**src/rtl/stopwatch_pkg.sv**
```systemverilog
// Shared types and helpers for the stopwatch sequencing controller.
package stopwatch_pkg;

   typedef enum logic [1:0] {
      StIdle  = 2'd0,
      StRun   = 2'd1,
      StPause = 2'd2
   } sw_state_e;

   // Smallest width able to hold 0..value-1.
   function automatic int unsigned clog2(input int unsigned value);
      int unsigned width;
      width = 0;
      for (int unsigned i = 0; i < 32; i++) begin
         if ((64'd1 << i) < 64'(value)) width = i + 1;
      end
      return width;
   endfunction

endpackage

```
**src/rtl/button_debounce.sv**
```systemverilog
// Button front end: 2-flop synchronizer, stable-sample debouncer and press-edge pulse.
module button_debounce #(
   parameter int unsigned DB_CYCLES = 16
) (
   input  logic clk,
   input  logic reset,
   input  logic btn,
   output logic press
);

   localparam int unsigned CW = $clog2(DB_CYCLES + 1);

   logic          sync1_q, sync2_q;
   logic          level_q, level_d;
   logic          prev_q;
   logic          armed_q, armed_d;
   logic          press_q;
   logic [CW-1:0] cnt_q, cnt_d;

   // Synchronizer keeps sampling through reset so the true level is known at release.
   always_ff @(posedge clk) begin
      sync1_q <= btn;
      sync2_q <= sync1_q;
   end

   always_comb begin
      level_d = level_q;
      cnt_d   = '0;
      // A press only counts once the button has been seen released after reset.
      armed_d = armed_q | ~sync2_q;
      if (sync2_q != level_q) begin
         if (cnt_q == CW'(DB_CYCLES - 1)) begin
            level_d = sync2_q;
         end else begin
            cnt_d = cnt_q + 1'b1;
         end
      end
   end

   always_ff @(posedge clk) begin
      if (reset) begin
         level_q <= 1'b0;
         prev_q  <= 1'b0;
         armed_q <= 1'b0;
         press_q <= 1'b0;
         cnt_q   <= '0;
      end else begin
         level_q <= level_d;
         prev_q  <= level_q;
         armed_q <= armed_d;
         press_q <= level_q & ~prev_q & armed_q;
         cnt_q   <= cnt_d;
      end
   end

   assign press = press_q;

endmodule

```
**src/rtl/stopwatch_ctrl.sv**
```systemverilog
// Stopwatch sequencer: IDLE/RUN/PAUSE FSM, prescaler, digit carry chain and status flags.
// Define STOPWATCH_LAP_EN to build the lap button and the frozen/capture display path.
module stopwatch_ctrl
   import stopwatch_pkg::*;
#(
   parameter int unsigned CLK_DIV   = 100000,
   parameter int unsigned NDIG      = 4,
   parameter int unsigned DB_CYCLES = 16
) (
   input  logic            clk,
   input  logic            reset,
   input  logic            btn_start,
   input  logic            btn_stop,
   input  logic            btn_lap,
   input  logic [NDIG-1:0] digit_max,
   output logic [NDIG-1:0] digit_inc,
   output logic            digit_clr,
   output logic            running,
   output logic            paused,
   output logic            frozen,
   output logic            capture,
   output logic            overflow
);

   localparam int unsigned    PW        = clog2(CLK_DIV);
   localparam logic [PW-1:0]  PRESC_MAX = PW'(CLK_DIV - 1);

   sw_state_e       state_q, state_d;
   logic [PW-1:0]   presc_q, presc_d;
   logic [NDIG-1:0] inc_q, inc_d;
   logic            clr_q, ovf_q, ovf_d, run_q, pause_q;
   logic            start_p, stop_p;
   logic            tick, clear, carry;

   button_debounce #(.DB_CYCLES(DB_CYCLES)) u_db_start (
      .clk   (clk),
      .reset (reset),
      .btn   (btn_start),
      .press (start_p)
   );

   button_debounce #(.DB_CYCLES(DB_CYCLES)) u_db_stop (
      .clk   (clk),
      .reset (reset),
      .btn   (btn_stop),
      .press (stop_p)
   );

   assign tick = (state_q == StRun) && (presc_q == PRESC_MAX);

   always_comb begin
      inc_d = '0;
      carry = tick;
      for (int unsigned i = 0; i < NDIG; i++) begin
         inc_d[i] = carry;
         carry    = carry & digit_max[i];
      end
   end

   // Stop outranks start whenever both arrive together.
   always_comb begin
      state_d = state_q;
      presc_d = presc_q;
      clear   = 1'b0;
      ovf_d   = ovf_q | (tick & (&digit_max));
      case (state_q)
         StIdle: begin
            presc_d = '0;
            if (start_p && !stop_p) state_d = StRun;
         end
         StRun: begin
            presc_d = tick ? '0 : presc_q + 1'b1;
            if (stop_p) state_d = StPause;
         end
         StPause: begin
            if (stop_p) begin
               state_d = StIdle;
               presc_d = '0;
               clear   = 1'b1;
            end else if (start_p) begin
               state_d = StRun;
            end
         end
         default: begin
            state_d = StIdle;
            presc_d = '0;
         end
      endcase
      if (clear) ovf_d = 1'b0;
   end

   always_ff @(posedge clk) begin
      if (reset) begin
         state_q <= StIdle;
         presc_q <= '0;
         inc_q   <= '0;
         clr_q   <= 1'b1;
         ovf_q   <= 1'b0;
         run_q   <= 1'b0;
         pause_q <= 1'b0;
      end else begin
         state_q <= state_d;
         presc_q <= presc_d;
         inc_q   <= inc_d;
         clr_q   <= clear;
         ovf_q   <= ovf_d;
         run_q   <= (state_d == StRun);
         pause_q <= (state_d == StPause);
      end
   end

   assign digit_inc = inc_q;
   assign digit_clr = clr_q;
   assign overflow  = ovf_q;
   assign running   = run_q;
   assign paused    = pause_q;

`ifdef STOPWATCH_LAP_EN
   logic lap_p, frz_q, frz_d, cap_q, cap_d;

   button_debounce #(.DB_CYCLES(DB_CYCLES)) u_db_lap (
      .clk   (clk),
      .reset (reset),
      .btn   (btn_lap),
      .press (lap_p)
   );

   always_comb begin
      frz_d = frz_q;
      cap_d = 1'b0;
      if (clear) begin
         frz_d = 1'b0;
      end else if (lap_p) begin
         if (state_q == StRun) begin
            frz_d = ~frz_q;
            cap_d = ~frz_q;
         end else if (state_q == StPause) begin
            frz_d = 1'b0;
         end
      end
   end

   always_ff @(posedge clk) begin
      if (reset) begin
         frz_q <= 1'b0;
         cap_q <= 1'b0;
      end else begin
         frz_q <= frz_d;
         cap_q <= cap_d;
      end
   end

   assign frozen  = frz_q;
   assign capture = cap_q;
`else
   logic unused_lap;
   assign unused_lap = btn_lap;
   assign frozen     = 1'b0;
   assign capture    = 1'b0;
`endif

endmodule

```
**config.mk**
```make
export PLATFORM = sky130hd
export DESIGN_NAME = stopwatch_ctrl
export DESIGN_NICKNAME = d
export VERILOG_FILES = /design/src/rtl/stopwatch_pkg.sv /design/src/rtl/button_debounce.sv /design/src/rtl/stopwatch_ctrl.sv
export SDC_FILE = /design/constraint.sdc
export NUM_CORES = 1
export LEC_CHECK = 0
export BUFFER_PORTS_ARGS = -buffer_cell sky130_fd_sc_hd__buf_2
export CORE_MARGIN = 2
export CORE_UTILIZATION = 40
export CTS_CLUSTER_SIZE = 10
export DETAILED_ROUTE_END_ITERATION = 16
export HOLD_SLACK_MARGIN = 0.02
export PLACE_DENSITY = 0.65
export REMOVE_ABC_BUFFERS = 1
export SLEW_MARGIN = 20
export SYNTH_ARGS = -nofsm -noshare
export SYNTH_HDL_FRONTEND = slang
export SYNTH_SLANG_ARGS = --single-unit
```
**constraint.sdc**
```tcl
create_clock -name clk -period 4.5 [get_ports clk]
set_input_delay 1.35 -clock clk [delete_from_list [all_inputs] [get_ports clk]]
set_output_delay 1.35 -clock clk [all_outputs]
set_load 0.005 [all_outputs]
```
==> results of run 1 <==
==> worst max-delay path, delay by kind of cell <==
kind / cells / cell delay, ns
buffers and inverters: 2 / 0.45
AND/OR/NAND/NOR: 1 / 0.30
AO/OA/AOI/OAI: 3 / 0.56
==> layer usage <==
metal	vias up	part of all wire, %	GRT usage [%]
met2	30	46	23.71
met4	0	1.3	5.859
met5	-	0	0
li1	779	-	-
met3	4	4.3	3.388
met1	680	48	16.99
==> cells by family after synthesis <==
group	Yosys count	share of synthesized area (%)
AO/OA/AOI/OAI	30	9.461
XOR/XNOR	7	3.111
adder cells (fa/ha/maj)	5	3.175
buffers and inverters	19	4.127
flip-flops	49	49.78
multiplexers	5	2.540
other	1	0.1903
AND/OR/NAND/NOR	101	27.62
==> cells in the mapped netlist <==
library cell  instances  share of area (%)
buf_2                 2               0.51
buf_4                 2               0.76
xnor2_1               5                2.2
or2_2                 1               0.32
dfxtp_1              49                 50
nor4_4                1                1.1
a41oi_1               1               0.44
ha_1                  5                3.2
nor3b_1               4                1.5
and4b_1               1               0.51
a22o_1                2               0.89
conb_1                1               0.19
mux2i_1               5                2.5
inv_1                11                2.1
or3_2                 1               0.38
nor2b_1               3               0.95
clkbuf_1              4               0.76
nand2b_1              2               0.63
a32oi_1               1               0.44
a221o_1               1               0.51
nand2_2               1               0.32
a21boi_0              1               0.38
or4b_4                1               0.70
and2_1                1               0.32
and4_1                1               0.44
nor2_1               28                5.3
nand4b_1              1               0.44
nand3_1              14                3.6
nor4_1                2               0.63
and3_1                3               0.95
a22oi_1               1               0.38
nor3_1                7                1.8
a21oi_1              15                3.8
xor2_1                2               0.89
or3_1                 5                1.6
a31o_2                1               0.44
a21o_1                3                1.1
nand3b_1              5                1.9
o21ai_0               4                1.0
nand2_1              14                2.7
nand4_1               5                1.6
==> final timing paths <==
check / slack (ns) / endpoint
min reg2reg: 0.33 / u_db_stop.sync2_q
max reg2reg: 2.42 / presc_q[13]
max: 2.04 / presc_q[5]
min: 0.33 / u_db_stop.sync2_q
==> layout make-up <==
cell class	instances	area [um2]	area share, %
Clock buffer	5	68.82	3.109
Clock inverter	3	43.79	1.979
Inverter	11	41.29	1.865
Multi-Input combinational cell	150	912.1	41.21
Sequential cell	49	980.9	44.32
Tap cell	67	83.83	3.787
Timing Repair Buffer	16	82.58	3.731
==> sequential cells by signal, summed over array words and instances (netlist names), 2 cells and up <==
name              count
digit_inc             4
u_db_start.cnt_q      5
u_db_stop.cnt_q       5
presc_q              17
state_q               2
==> through the flow <==
stage | hold WS, ns | utilization [%] | cell area, um2 | instances | setup slack [ns]
finish | 0.3341 | 46.86 | 2213 | 301 | 2.039
global placement | 0.3115 | 44.48 | 2101 | 293 | 1.780
floorplan | 0.3096 | - | 1934 | 210 | 1.920
global route | 0.3458 | 46.86 | 2213 | 301 | 1.880
CTS | 0.3378 | 46.86 | 2213 | 301 | 2.023
detailed placement | 0.3144 | 44.48 | 2101 | 293 | 1.712
==> power breakdown <==
group | switching [W] | internal, W
registers | 0.00000259 | 0.000439
logic | 0.00000785 | 0.00000592
clock network | 0.000149 | 0.000167
total | 0.000160 | 0.000611
==> metrics.cfg, run 1 <==
[worst_setup_path]
crit_path_end_kind = flop
cpMostUsedCell = a21oi_1
cp_slowest_cell = nand2b_1
path_cells = buf_2 -> nand2b_1 -> a21oi_1 -> buf_4 -> a21oi_1 -> o21ai_0
worst_ep_arrival_time_ns = 2.68
required_ns = 4.72
path_class = in -> reg
startpoint = reset
crit_path_max_incr_delay_ns = 0.30
r2r_cells = 7
start_kind = input port
cp_max_fo = 21
r2r-start = presc_q[0]

[synthesis]
ys_seq_area_share_pct = 49.78
ys_ff_latch = 49
synth.distinct_cells = 41
syn_area_mm2 = 0.001971
syn_area_per_cell_um2 = 9.081
ys.warnings.count = 0
synthCells = 217

[floorplanning]
fp-row-count = 25
ios = 19
start_util_pct = 41.72
die_w_um = 74.19
core_mm2 = 0.004723
die_y_um = 74.19
die_area_mm2 = 0.005504

[placement]
hpwl_um = 2312
gp_congestion = 0.7995
portBuffers = 15

[cells_and_area]
diodes = 0
nets = 247
fillers = 458
most-common-layout-cells = dfxtp_1 (49), nor2_1 (28), a21oi_1 (15), buf_2 (15)
final_layout_size_suffix_gt1_share_pct = 12.82
syn_to_final_growth_pct = 12.32
layout_commonest_cell = dfxtp_1

[clocking]
clockRootBuffer = clkbuf_8
cts_sinks = 49
cts-htree-levels = 2
cts_tree = yes
holdBufCountCts = 0
cts_setup_buffers = 0
insertion_delay_ns = 0.30
clockBufferDepth = 2
cts_buffers = 5
path_clk_slew_ns = 0.09
cts_resized = 0

[sta]
fin_tns_setup_ns = 0
hold_viol_final = 0
rsz0062_at_grt = no
finalClockSkew_ns = 0.006145
tightest_slew_ns = 0.7973
period_share_pct = 54.68
finalCriticalPeriod_ns = 2.461
timing.final.max_slew_violations = 0
relSlewSlack_pct = 46.65
finalSetupViolations = 0
max_clock_freq_ghz = 0.4064

[drt]
drt_iter0_markers = 148
wl_per_cell_um = 10.97
vias = 1493
drtPass1Iterations = 4
viasPerCell = 4.960
drt-total-wl_um = 3301
drc = 0
ant_nets = 0

[power]
p_leak_nw = 0.8437
p_per_area_mw_per_mm2 = 348.2
vdd_drop_max_v = 0.0001952
power_w = 0.0007708

[worst_hold_path]
hp-class = reg -> reg
hold_depth = 0
min_from = u_db_stop.sync1_q

[job]
drv_cap = 0

[grt]
grt_pass1_vias = 1434
grt_max_degree = 22
grt_overflow_total = 0
grtUsageTotal_pct = 14.00
grt_antenna_before_repair = 0
grt_pass1_wl_um = 6044

[outcome]
status = finished, final reports clean

Power figures use the tool's default switching activity.
==> run 2, diff against run 1 <==
- clock period: 4.5 -> 2.4 ns (I/O delays scaled with it)
==> metrics.cfg, run 2 (same netlist as run 1, synthesis figures left out) <==
[placement]
hpwl_um = 2442
portBuffers = 15
post-place-ws_ns = 0.4746
post-place-cells = 298
gp_congestion = 0.8255

[drt]
drtPass1Iterations = 4
viasPerCell = 4.980
vias = 1524
drt-total-wl_um = 3412
ant_nets = 0
drt_iter0_markers = 101
drc = 0
wl_per_cell_um = 11.15

[power]
pwr-share-clk_pct = 37.9
p_leak_nw = 0.8629
vdd_drop_max_v = 0.0003763
p_int_w = 0.001055
comb_power_share_pct = 2.0
p_per_area_mw_per_mm2 = 616.2
seqPwrFrac_pct = 60.1
switching_power_w = 0.0003228
switching_share_pct = 23.43

[worst_setup_path]
crit_path_end_kind = flop
crit_path_max_incr_delay_ns = 0.52
rrSetupSlack_ns = 0.50
r2r-end = presc_q[10]
cp_max_fo = 13
r2r_cells = 6
path_cells = or4b_4 -> nor4_4 -> a21oi_1 -> buf_4 -> a21o_1 -> a22o_1
timing.critical_path.buf_inv = 1
start_kind = flop
r2r-start = presc_q[6]
path_class = reg -> reg
required_ns = 2.61
cp_slowest_cell = or4b_4
cp_top_family = simple AND/OR/NAND/NOR gates
worst_ep_arrival_time_ns = 2.12

[grt]
grt_antenna_before_repair = 0
grtUsageTotal_pct = 14.56
grt_max_degree = 21
grt_overflow_total = 0
grt_pass1_wl_um = 6223
grt_pass1_vias = 1419

[clocking]
path_clk_slew_ns = 0.10
cts_buffers = 5
holdBufCountCts = 0
cts-htree-levels = 2
cts_tree = yes
clockRootBuffer = clkbuf_8
cts_resized = 0
cts_setup_buffers = 0
cts_sinks = 49
clockBufferDepth = 2
insertion_delay_ns = 0.31

[sta]
finalClockSkew_ns = 0.006249
period_share_pct = 79.36
tightest_slew_ns = 0.5710
hold_ws_ns = 0.3352
fin_tns_setup_ns = 0
timing.final.max_slew_violations = 0
finalSetupViolations = 0
worst_slack_ns = 0.4953
finalCriticalPeriod_ns = 1.905
rsz0062_at_grt = no
relSlewSlack_pct = 61.58
max_clock_freq_ghz = 0.5250
hold_viol_final = 0

[cells_and_area]
regMostFlops = presc_q
layout_commonest_cell = dfxtp_1
final_cells = 306
final_layout_size_suffix_gt1_share_pct = 14.64
most-common-layout-cells = dfxtp_1 (49), nor2_1 (28), a21oi_1 (15), buf_2 (15)
top_regs = presc_q: 17 flops, u_db_start.cnt_q: 5 flops, u_db_stop.cnt_q: 5 flops
largest_reg_flops = 17
diodes = 0
nets = 252
syn_to_final_growth_pct = 13.46

[floorplanning]
die_area_mm2 = 0.005504
die_y_um = 74.19
fp-row-count = 25
ios = 19
core_mm2 = 0.004723
die_w_um = 74.19
start_util_pct = 41.72

[job]
drv_cap = 0

[outcome]
status = finished, final reports clean

[worst_hold_path]
holdPathEnd = u_db_stop.sync2_q
min_from = u_db_stop.sync1_q
hold_depth = 0
hp-class = reg -> reg

[run 2: worst max-delay path by stage]
stage,startpoint,to,slack (ns),depth (start not counted)
finish,presc_q[6],presc_q[10],0.50,6
CTS,presc_q[6],presc_q[10],0.49,6
global route,presc_q[0],presc_q[10],0.34,7
floorplan,reset,presc_q[13],0.45,4
global placement,reset,presc_q[13],0.54,6
detailed placement,reset,presc_q[13],0.47,6
[run 2: final cells by class]
| class | count | area, um2 |
|---|---|---|
| clock buffers | 5 | 68.82 |
| clock inverters | 3 | 28.78 |
| fillers | 467 | 2487 |
| inverters | 11 | 41.29 |
| multi-input cells | 150 | 912.1 |
| flip-flops and latches | 49 | 980.9 |
| well taps | 67 | 83.83 |
| repair buffers | 21 | 120.1 |
[run 2: metal layers]
layer | GRT usage [%] | routed length (um) | up-vias
li1 | - | - | 797
met1 | 18.68 | 1631 | 685
met2 | 22.62 | 1550 | 33
met4 | 8.283 | 76 | 0
met3 | 3.252 | 153 | 9
met5 | 0 | 0 | -
[run 2: worst reg2reg max path: cells and delay by family (launching register included)]
family	cells	cell delay, ns
AO/OA/AOI/OAI	3	0.51
buffers and inverters	1	0.20
flip-flops	1	0.39
AND/OR/NAND/NOR	2	0.70
[run 2: through the flow]
stage                     util (%)  area [um2]  total power (W)
after floorplan                  -        1934        0.0008584
final                        47.34        2236         0.001378
after detailed placement     45.27        2138        0.0008748
after global placement       45.27        2138        0.0008738
after CTS                    47.34        2236         0.001403
after global routing         47.34        2236         0.001432
[run 2: power by group through the flow]
stage | Combinational (W) | Sequential [W] | Clock, W
floorplan | 0.0000127 | 0.000846 | 0
global placement | 0.0000275 | 0.000846 | 0
detailed placement | 0.0000279 | 0.000847 | 0
CTS | 0.0000280 | 0.000828 | 0.000547
global route | 0.0000320 | 0.000829 | 0.000571
finish | 0.0000276 | 0.000828 | 0.000523
